`config.mk`:
```
export PLATFORM = sky130hd
export DESIGN_NAME = mandelbrot_pixel_scheduler_flat
export DESIGN_NICKNAME = d
export VERILOG_FILES = /design/src/rtl/mandelbrot_pixel_scheduler_if.sv /design/src/rtl/mandelbrot_pixel_scheduler.sv /design/src/flat_wrapper.sv
export SDC_FILE = /design/constraint.sdc
export NUM_CORES = 1
export LEC_CHECK = 0
export BUFFER_PORTS_ARGS = -buffer_cell sky130_fd_sc_hd__buf_2
export CAP_MARGIN = 20
export CORE_ASPECT_RATIO = 0.9
export CORE_MARGIN = 3
export CORE_UTILIZATION = 50
export CTS_BUF_LIST = sky130_fd_sc_hd__clkbuf_16
export CTS_CLUSTER_DIAMETER = 100
export DETAILED_ROUTE_END_ITERATION = 8
export PLACE_DENSITY = 0.85
export SLEW_MARGIN = 20
export SYNTH_ARGS = -nofsm -noshare
export SYNTH_HDL_FRONTEND = slang
export SYNTH_SLANG_ARGS = --single-unit
```
`constraint.sdc`:
```
create_clock -name clock -period 6.75 [get_ports clock]
set_clock_uncertainty 0.1 [all_clocks]
set_input_delay 1.0125 -clock clock [delete_from_list [all_inputs] [get_ports clock]]
set_output_delay 1.0125 -clock clock [all_outputs]
set_load 0.02 [all_outputs]
```
`src/rtl/mandelbrot_pixel_scheduler_if.sv`:
```
// Handshake and bus bundle between the pixel scheduler, its host, the iterator and the pixel memory.
interface mandelbrot_pixel_scheduler_if #(
    parameter int unsigned ADDR_W = 19
);
    logic              start;
    logic [26:0]       x_start;
    logic [26:0]       y_start;
    logic [26:0]       dx;
    logic [26:0]       dy;
    logic [15:0]       max_iter;
    logic [26:0]       iter_c_r;
    logic [26:0]       iter_c_i;
    logic [15:0]       iter_max;
    logic              iter_reset_n;
    logic              iter_done;
    logic [15:0]       iter_total;
    logic              wr_en;
    logic [ADDR_W-1:0] wr_addr;
    logic [7:0]        wr_data;
    logic              busy;
    logic              frame_done;
    logic [31:0]       frame_cycles;

    // Scheduler side
    modport master (
        input  start, x_start, y_start, dx, dy, max_iter, iter_done, iter_total,
        output iter_c_r, iter_c_i, iter_max, iter_reset_n,
        output wr_en, wr_addr, wr_data, busy, frame_done, frame_cycles
    );

    // Host / iterator / memory side
    modport slave (
        output start, x_start, y_start, dx, dy, max_iter, iter_done, iter_total,
        input  iter_c_r, iter_c_i, iter_max, iter_reset_n,
        input  wr_en, wr_addr, wr_data, busy, frame_done, frame_cycles
    );
endinterface

```
`src/rtl/mandelbrot_pixel_scheduler.sv`:
```
// Raster sweep in front of the mandelbrot iterator: one pixel at a time, restart, wait, colour, write.
// Optional frame cycle counter enabled by defining MANDEL_CYCLE_COUNT_EN.
module mandelbrot_pixel_scheduler #(
    parameter int unsigned H_PIXELS = 640,
    parameter int unsigned V_PIXELS = 480,
    parameter int unsigned ADDR_W   = 19
) (
    input logic                    clock,
    input logic                    reset,
    mandelbrot_pixel_scheduler_if.master bus
);
    localparam int unsigned CW    = 27;
    localparam int unsigned IW    = 16;
    localparam int unsigned COL_W = (H_PIXELS > 1) ? $clog2(H_PIXELS) : 1;
    localparam int unsigned ROW_W = (V_PIXELS > 1) ? $clog2(V_PIXELS) : 1;

    typedef enum logic [1:0] {IDLE, LOAD, RUN, WRITE} state_t;

    state_t            state;
    logic [CW-1:0]     x0_q, dx_q, dy_q, c_r_q, c_i_q;
    logic [IW-1:0]     max_q;
    logic [COL_W-1:0]  col;
    logic [ROW_W-1:0]  row;
    logic              iter_rst_n_q, wr_en_q, busy_q, done_q;
    logic [ADDR_W-1:0] addr_q;
    logic [7:0]        data_q;
    logic              last_col, last_pixel;

    assign last_col   = (col == COL_W'(H_PIXELS - 1));
    assign last_pixel = last_col && (row == ROW_W'(V_PIXELS - 1));

    // RGB332 palette by escape band; points that hit the cap are black
    function automatic logic [7:0] colour_of(input logic [IW-1:0] total, input logic [IW-1:0] cap);
        if (total >= cap)            return 8'h00;
        else if (total < IW'(8))     return 8'h03;
        else if (total < IW'(16))    return 8'h1F;
        else if (total < IW'(32))    return 8'h1C;
        else if (total < IW'(64))    return 8'hFC;
        else if (total < IW'(128))   return 8'hE0;
        else                         return 8'hE3;
    endfunction

    always_ff @(posedge clock or posedge reset) begin
        if (reset) begin
            state        <= IDLE;
            x0_q         <= '0;
            dx_q         <= '0;
            dy_q         <= '0;
            c_r_q        <= '0;
            c_i_q        <= '0;
            max_q        <= '0;
            col          <= '0;
            row          <= '0;
            iter_rst_n_q <= 1'b0;
            wr_en_q      <= 1'b0;
            busy_q       <= 1'b0;
            done_q       <= 1'b0;
            addr_q       <= '0;
            data_q       <= '0;
        end else begin
            wr_en_q <= 1'b0;
            done_q  <= 1'b0;
            case (state)
                IDLE: begin
                    iter_rst_n_q <= 1'b0;
                    if (bus.start) begin
                        x0_q   <= bus.x_start;
                        dx_q   <= bus.dx;
                        dy_q   <= bus.dy;
                        max_q  <= bus.max_iter;
                        c_r_q  <= bus.x_start;
                        c_i_q  <= bus.y_start;
                        col    <= '0;
                        row    <= '0;
                        addr_q <= '0;
                        busy_q <= 1'b1;
                        state  <= LOAD;
                    end
                end
                LOAD: begin
                    iter_rst_n_q <= 1'b1;
                    state        <= RUN;
                end
                RUN: begin
                    if (bus.iter_done) begin
                        data_q       <= colour_of(bus.iter_total, max_q);
                        wr_en_q      <= 1'b1;
                        iter_rst_n_q <= 1'b0;
                        state        <= WRITE;
                    end
                end
                WRITE: begin
                    if (last_pixel) begin
                        busy_q <= 1'b0;
                        done_q <= 1'b1;
                        state  <= IDLE;
                    end else begin
                        addr_q <= addr_q + ADDR_W'(1);
                        state  <= LOAD;
                        // Coordinates wrap modulo 2^27 by design
                        if (!last_col) begin
                            col   <= col + COL_W'(1);
                            c_r_q <= c_r_q + dx_q;
                        end else begin
                            col   <= '0;
                            row   <= row + ROW_W'(1);
                            c_r_q <= x0_q;
                            c_i_q <= c_i_q - dy_q;
                        end
                    end
                end
                default: state <= IDLE;
            endcase
        end
    end

`ifdef MANDEL_CYCLE_COUNT_EN
    logic [31:0] cyc_cnt, cyc_next, frame_cycles_q;
    logic        start_accept, frame_end;

    assign start_accept = (state == IDLE) && bus.start;
    assign frame_end    = (state == WRITE) && last_pixel;
    assign cyc_next     = (cyc_cnt == 32'hFFFF_FFFF) ? cyc_cnt : cyc_cnt + 32'd1;

    // Counts busy cycles; the final WRITE cycle is included in the snapshot
    always_ff @(posedge clock or posedge reset) begin
        if (reset) begin
            cyc_cnt        <= '0;
            frame_cycles_q <= '0;
        end else if (start_accept) begin
            cyc_cnt <= '0;
        end else if (busy_q) begin
            cyc_cnt <= cyc_next;
            if (frame_end) frame_cycles_q <= cyc_next;
        end
    end

    assign bus.frame_cycles = frame_cycles_q;
`else
    assign bus.frame_cycles = '0;
`endif

    assign bus.iter_c_r     = c_r_q;
    assign bus.iter_c_i     = c_i_q;
    assign bus.iter_max     = max_q;
    assign bus.iter_reset_n = iter_rst_n_q;
    assign bus.wr_en        = wr_en_q;
    assign bus.wr_addr      = addr_q;
    assign bus.wr_data      = data_q;
    assign bus.busy         = busy_q;
    assign bus.frame_done   = done_q;
endmodule

```
`src/flat_wrapper.sv`:
```
// flat-port wrapper written by rule: the top's interface ports become plain ports
module mandelbrot_pixel_scheduler_flat 
#(
    parameter int unsigned H_PIXELS = 640,
    parameter int unsigned V_PIXELS = 480,
    parameter int unsigned ADDR_W   = 19
)
  (clock, reset, bus_start, bus_x_start, bus_y_start, bus_dx, bus_dy, bus_max_iter, bus_iter_done, bus_iter_total, bus_iter_c_r, bus_iter_c_i, bus_iter_max, bus_iter_reset_n, bus_wr_en, bus_wr_addr, bus_wr_data, bus_busy, bus_frame_done, bus_frame_cycles);
  mandelbrot_pixel_scheduler_if #(.ADDR_W(ADDR_W)) bus_i ();
  input logic clock;
  input logic reset;
  input wire logic [$bits(bus_i.start)-1:0] bus_start;
  input wire logic [$bits(bus_i.x_start)-1:0] bus_x_start;
  input wire logic [$bits(bus_i.y_start)-1:0] bus_y_start;
  input wire logic [$bits(bus_i.dx)-1:0] bus_dx;
  input wire logic [$bits(bus_i.dy)-1:0] bus_dy;
  input wire logic [$bits(bus_i.max_iter)-1:0] bus_max_iter;
  input wire logic [$bits(bus_i.iter_done)-1:0] bus_iter_done;
  input wire logic [$bits(bus_i.iter_total)-1:0] bus_iter_total;
  output wire logic [$bits(bus_i.iter_c_r)-1:0] bus_iter_c_r;
  output wire logic [$bits(bus_i.iter_c_i)-1:0] bus_iter_c_i;
  output wire logic [$bits(bus_i.iter_max)-1:0] bus_iter_max;
  output wire logic [$bits(bus_i.iter_reset_n)-1:0] bus_iter_reset_n;
  output wire logic [$bits(bus_i.wr_en)-1:0] bus_wr_en;
  output wire logic [$bits(bus_i.wr_addr)-1:0] bus_wr_addr;
  output wire logic [$bits(bus_i.wr_data)-1:0] bus_wr_data;
  output wire logic [$bits(bus_i.busy)-1:0] bus_busy;
  output wire logic [$bits(bus_i.frame_done)-1:0] bus_frame_done;
  output wire logic [$bits(bus_i.frame_cycles)-1:0] bus_frame_cycles;
  assign bus_i.start = bus_start;
  assign bus_i.x_start = bus_x_start;
  assign bus_i.y_start = bus_y_start;
  assign bus_i.dx = bus_dx;
  assign bus_i.dy = bus_dy;
  assign bus_i.max_iter = bus_max_iter;
  assign bus_i.iter_done = bus_iter_done;
  assign bus_i.iter_total = bus_iter_total;
  assign bus_iter_c_r = bus_i.iter_c_r;
  assign bus_iter_c_i = bus_i.iter_c_i;
  assign bus_iter_max = bus_i.iter_max;
  assign bus_iter_reset_n = bus_i.iter_reset_n;
  assign bus_wr_en = bus_i.wr_en;
  assign bus_wr_addr = bus_i.wr_addr;
  assign bus_wr_data = bus_i.wr_data;
  assign bus_busy = bus_i.busy;
  assign bus_frame_done = bus_i.frame_done;
  assign bus_frame_cycles = bus_i.frame_cycles;
  mandelbrot_pixel_scheduler #(.H_PIXELS(H_PIXELS), .V_PIXELS(V_PIXELS), .ADDR_W(ADDR_W)) u_core (.clock(clock), .reset(reset), .bus(bus_i));
endmodule
```
==> out/metrics.cfg <==
[outcome]
status = complete, no violations

[global_routing]
grt_pass1_wl_mm = 48.0
grt_max_degree = 135
grt_pass1_vias = 9576
antenna_found_initial = 0
overflow = 0
grtUsageTotal_pct = 23.0

[setup_path]
cp.arrival_ps = 3870
cpPeakStageDelay_ps = 760
start_kind = register
cp_top_family = simple AND/OR/NAND/NOR gates
slowest_stage = a21oi_2
criticalPathCategory = reg2reg
path_max_fanout = 21
crit_chain = ha_1 > and3_1 > and4_1 > nand2_1 > o21ai_2 > a21oi_2 > nand4_1 > nor3_1 > xnor2_1 > nor2_1
critPathBufInv = 0
worstSetupEndpointType = register
required_ps = 6910

[power]
p_clk_share_pct = 11.9
vdd_drop_max_v = 0.000288
p_per_area_mw_per_mm2 = 580
p_sw_uw = 3710
leakage_uw = 0.00668
intPower_uw = 4220
swShare_pct = 46.8
combPwrFrac_pct = 61.9
power_frac_seq_pct = 26.2

[routing]
first_pass_iters = 5
dr_wl_met3_mm = 1.82
drcViolationCount = 0
met2_length_mm = 14.2
via_per_inst = 5.64
top_layer = met4
drt-initial-drc-count = 806
routed_wl_mm = 29.9
wl_met1_mm = 13.2
wl_per_cell_um = 17.3
final_antenna_net_count = 0
vias = 9720

[placed_design]
dp_hpwl_mm = 22.0
io_buffers = 244
place_congestion = 0.875
dp.cells = 1690

[layout]
final_nets = 1635
drive_gt1_share_pct = 28.3
final_cell_count_no_fill = 1724
area_growth_pct = 16.5
mostFrequentLayoutCells = buf_2 (244), dfrtp_1 (198), mux2_2 (101)
fill_cells = 1924
mostFrequentLayoutCell = buf_2

[sta]
fmax_mhz = 270
final.min_clock_period_ps = 3710
drv_slew = 0
tightest_slew_ps = 1020
rsz0062_at_grt = false
relSlewSlack_pct = 31.7
finalSetupViolations = 0
fin_hold_ws_ps = 398
finalHoldViolCount = 0
finalSetupTns_ps = 0
final.period_utilization_pct = 54.9

[synthesis]
synth_top_area_share_pct = 42.2
yosysUniqueCellTypes = 69
yosysTopAreaCell = dfrtp_1
synth_edf_count = 0
async_flop_share_pct = 100
synth_area_leaders = dfrtp_1 (42%), mux2_2 (9.7%), ha_1 (8.1%)
synth-seq-cells = 198
syn_area_per_cell_um2 = 9.89
ys.flop_type = dfrtp_1
ys_seq_area_share_pct = 42.2
syn_area_mm2 = 0.0117
ys_warn_count = 0
syn_inst = 1187

[clock_network]
cts_buffer_depth = 2
ctsResizeCount = 0
cts_hold_buffers = 0
cts_root_buf = clkbuf_16
cts.clk_slew.worst_paths_ps = 70
clock_sinks = 198
cts_buffers = 17
clock_latency_ps = 430
cts_tree = yes
cts_post_setup_buffers_inserted = 0
cts-htree-levels = 4

[die]
initial_utilization_pct = 51.5
dieWidth_um = 167
rows = 52
io_pins = 277
core-area_mm2 = 0.0228
dieArea_mm2 = 0.0253
dieHeight_um = 151

[min_path]
hold_path_class = reg2reg

[job]
drv_cap = 0

final cells by class:
cell class / count / area (um2) / share of cell area (%)
Clock buffer: 17 / 425 / 3.11
Antenna cell: 1 / 2.50 / 0.0183
Inverter: 67 / 259 / 1.89
Multi-Input combinational cell: 876 / 6250 / 45.7
Sequential cell: 198 / 4950 / 36.2
Tap cell: 297 / 372 / 2.72
Timing Repair Buffer: 253 / 1310 / 9.57
Clock inverter: 15 / 105 / 0.768
state kept, by name (all words and copies together) (netlist names):
signal / count
u_core.bus.wr_addr: 19
u_core.state: 2
u_core.bus.iter_reset_n: 1
u_core.bus.wr_en: 1
u_core.bus.frame_done: 1
u_core.bus.wr_data: 3
u_core.x0_q: 27
u_core.row: 9
u_core.bus.iter_c_i: 27
u_core.bus.iter_max: 16
u_core.bus.busy: 1
u_core.bus.iter_c_r: 27
u_core.dy_q: 27
u_core.col: 10
u_core.dx_q: 27
routing by layer:
layer / vias up / global-route usage, %
met5: - / 0
li1: 4637 / -
met4: 0 / 6.91
met2: 365 / 37.8
met1: 4674 / 31.4
met3: 44 / 4.33
final timing paths:
check | from | slack [ps] | cells after the start | endpoint
min in group asynchronous | reset | 640 | 2 | u_core.bus.wr_addr[13]
max in group asynchronous | reset | 4430 | 3 | u_core.dx_q[21]
worst min register to register | u_core.col[6] | 400 | 1 | u_core.col[6]
worst min-delay path | u_core.col[6] | 400 | 1 | u_core.col[6]
worst max-delay path | u_core.col[0] | 3040 | 10 | u_core.row[7]
worst max register to register | u_core.col[0] | 3040 | 10 | u_core.row[7]
Yosys cell counts, types with 5 or more instances:
cell,instances
xor2_1,36
a22o_1,15
ha_1,76
mux2_2,101
o22ai_1,15
a31oi_1,5
and3_1,11
o31ai_1,7
a211oi_1,8
nand4_1,16
o21a_1,11
a211o_1,6
or3_1,10
a221o_1,5
nand2_1,85
buf_1,12
clkbuf_1,26
nand2b_1,6
xnor2_1,22
nand3_1,27
a21oi_1,85
nor2_1,90
buf_4,37
nor2b_1,11
o21bai_1,6
nor3_1,18
dfrtp_1,198
o211ai_1,5
inv_1,67
o21ai_0,69
mux2i_1,15
a21o_1,21
power groups by stage:
stage | Combinational (uW) | Clock (uW) | Sequential, uW
floorplan | 3470 | 0 | 2250
global placement | 4660 | 0 | 2070
detailed placement | 4820 | 0 | 2090
CTS | 4870 | 960 | 2070
global route | 5440 | 1020 | 2140
finish | 4910 | 941 | 2080
logic make-up after synthesis:
family	share of synthesized area, %
fa+ha+maj	8.44
buf+inv	5.81
mux	11.0
other cells	0.0320
compound gates	16.4
flops	42.2
xor+xnor	4.33
simple gates	11.8
metrics by stage:
step | power [uW] | instance area, um2 | util (%) | worst slack [ps]
after CTS | 7900 | 13600 | 59.9 | 3100
after global routing | 8600 | 13700 | 60.0 | 2810
after floorplan | 5720 | 11900 | - | 240
after detailed placement | 6910 | 13100 | 57.6 | 3140
final | 7940 | 13700 | 60.1 | 3040
after global placement | 6730 | 13100 | 57.6 | 3290
worst reg2reg max path, stage by stage (launching register included):
cell and delay (ps):
dfrtp_1 420, ha_1 240, and3_1 230, and4_1 340
nand2_1 510, o21ai_2 120, a21oi_2 760, nand4_1 350
nor3_1 290, xnor2_1 140, nor2_1 50
Note: power is estimated with default switching activity, not from simulation.
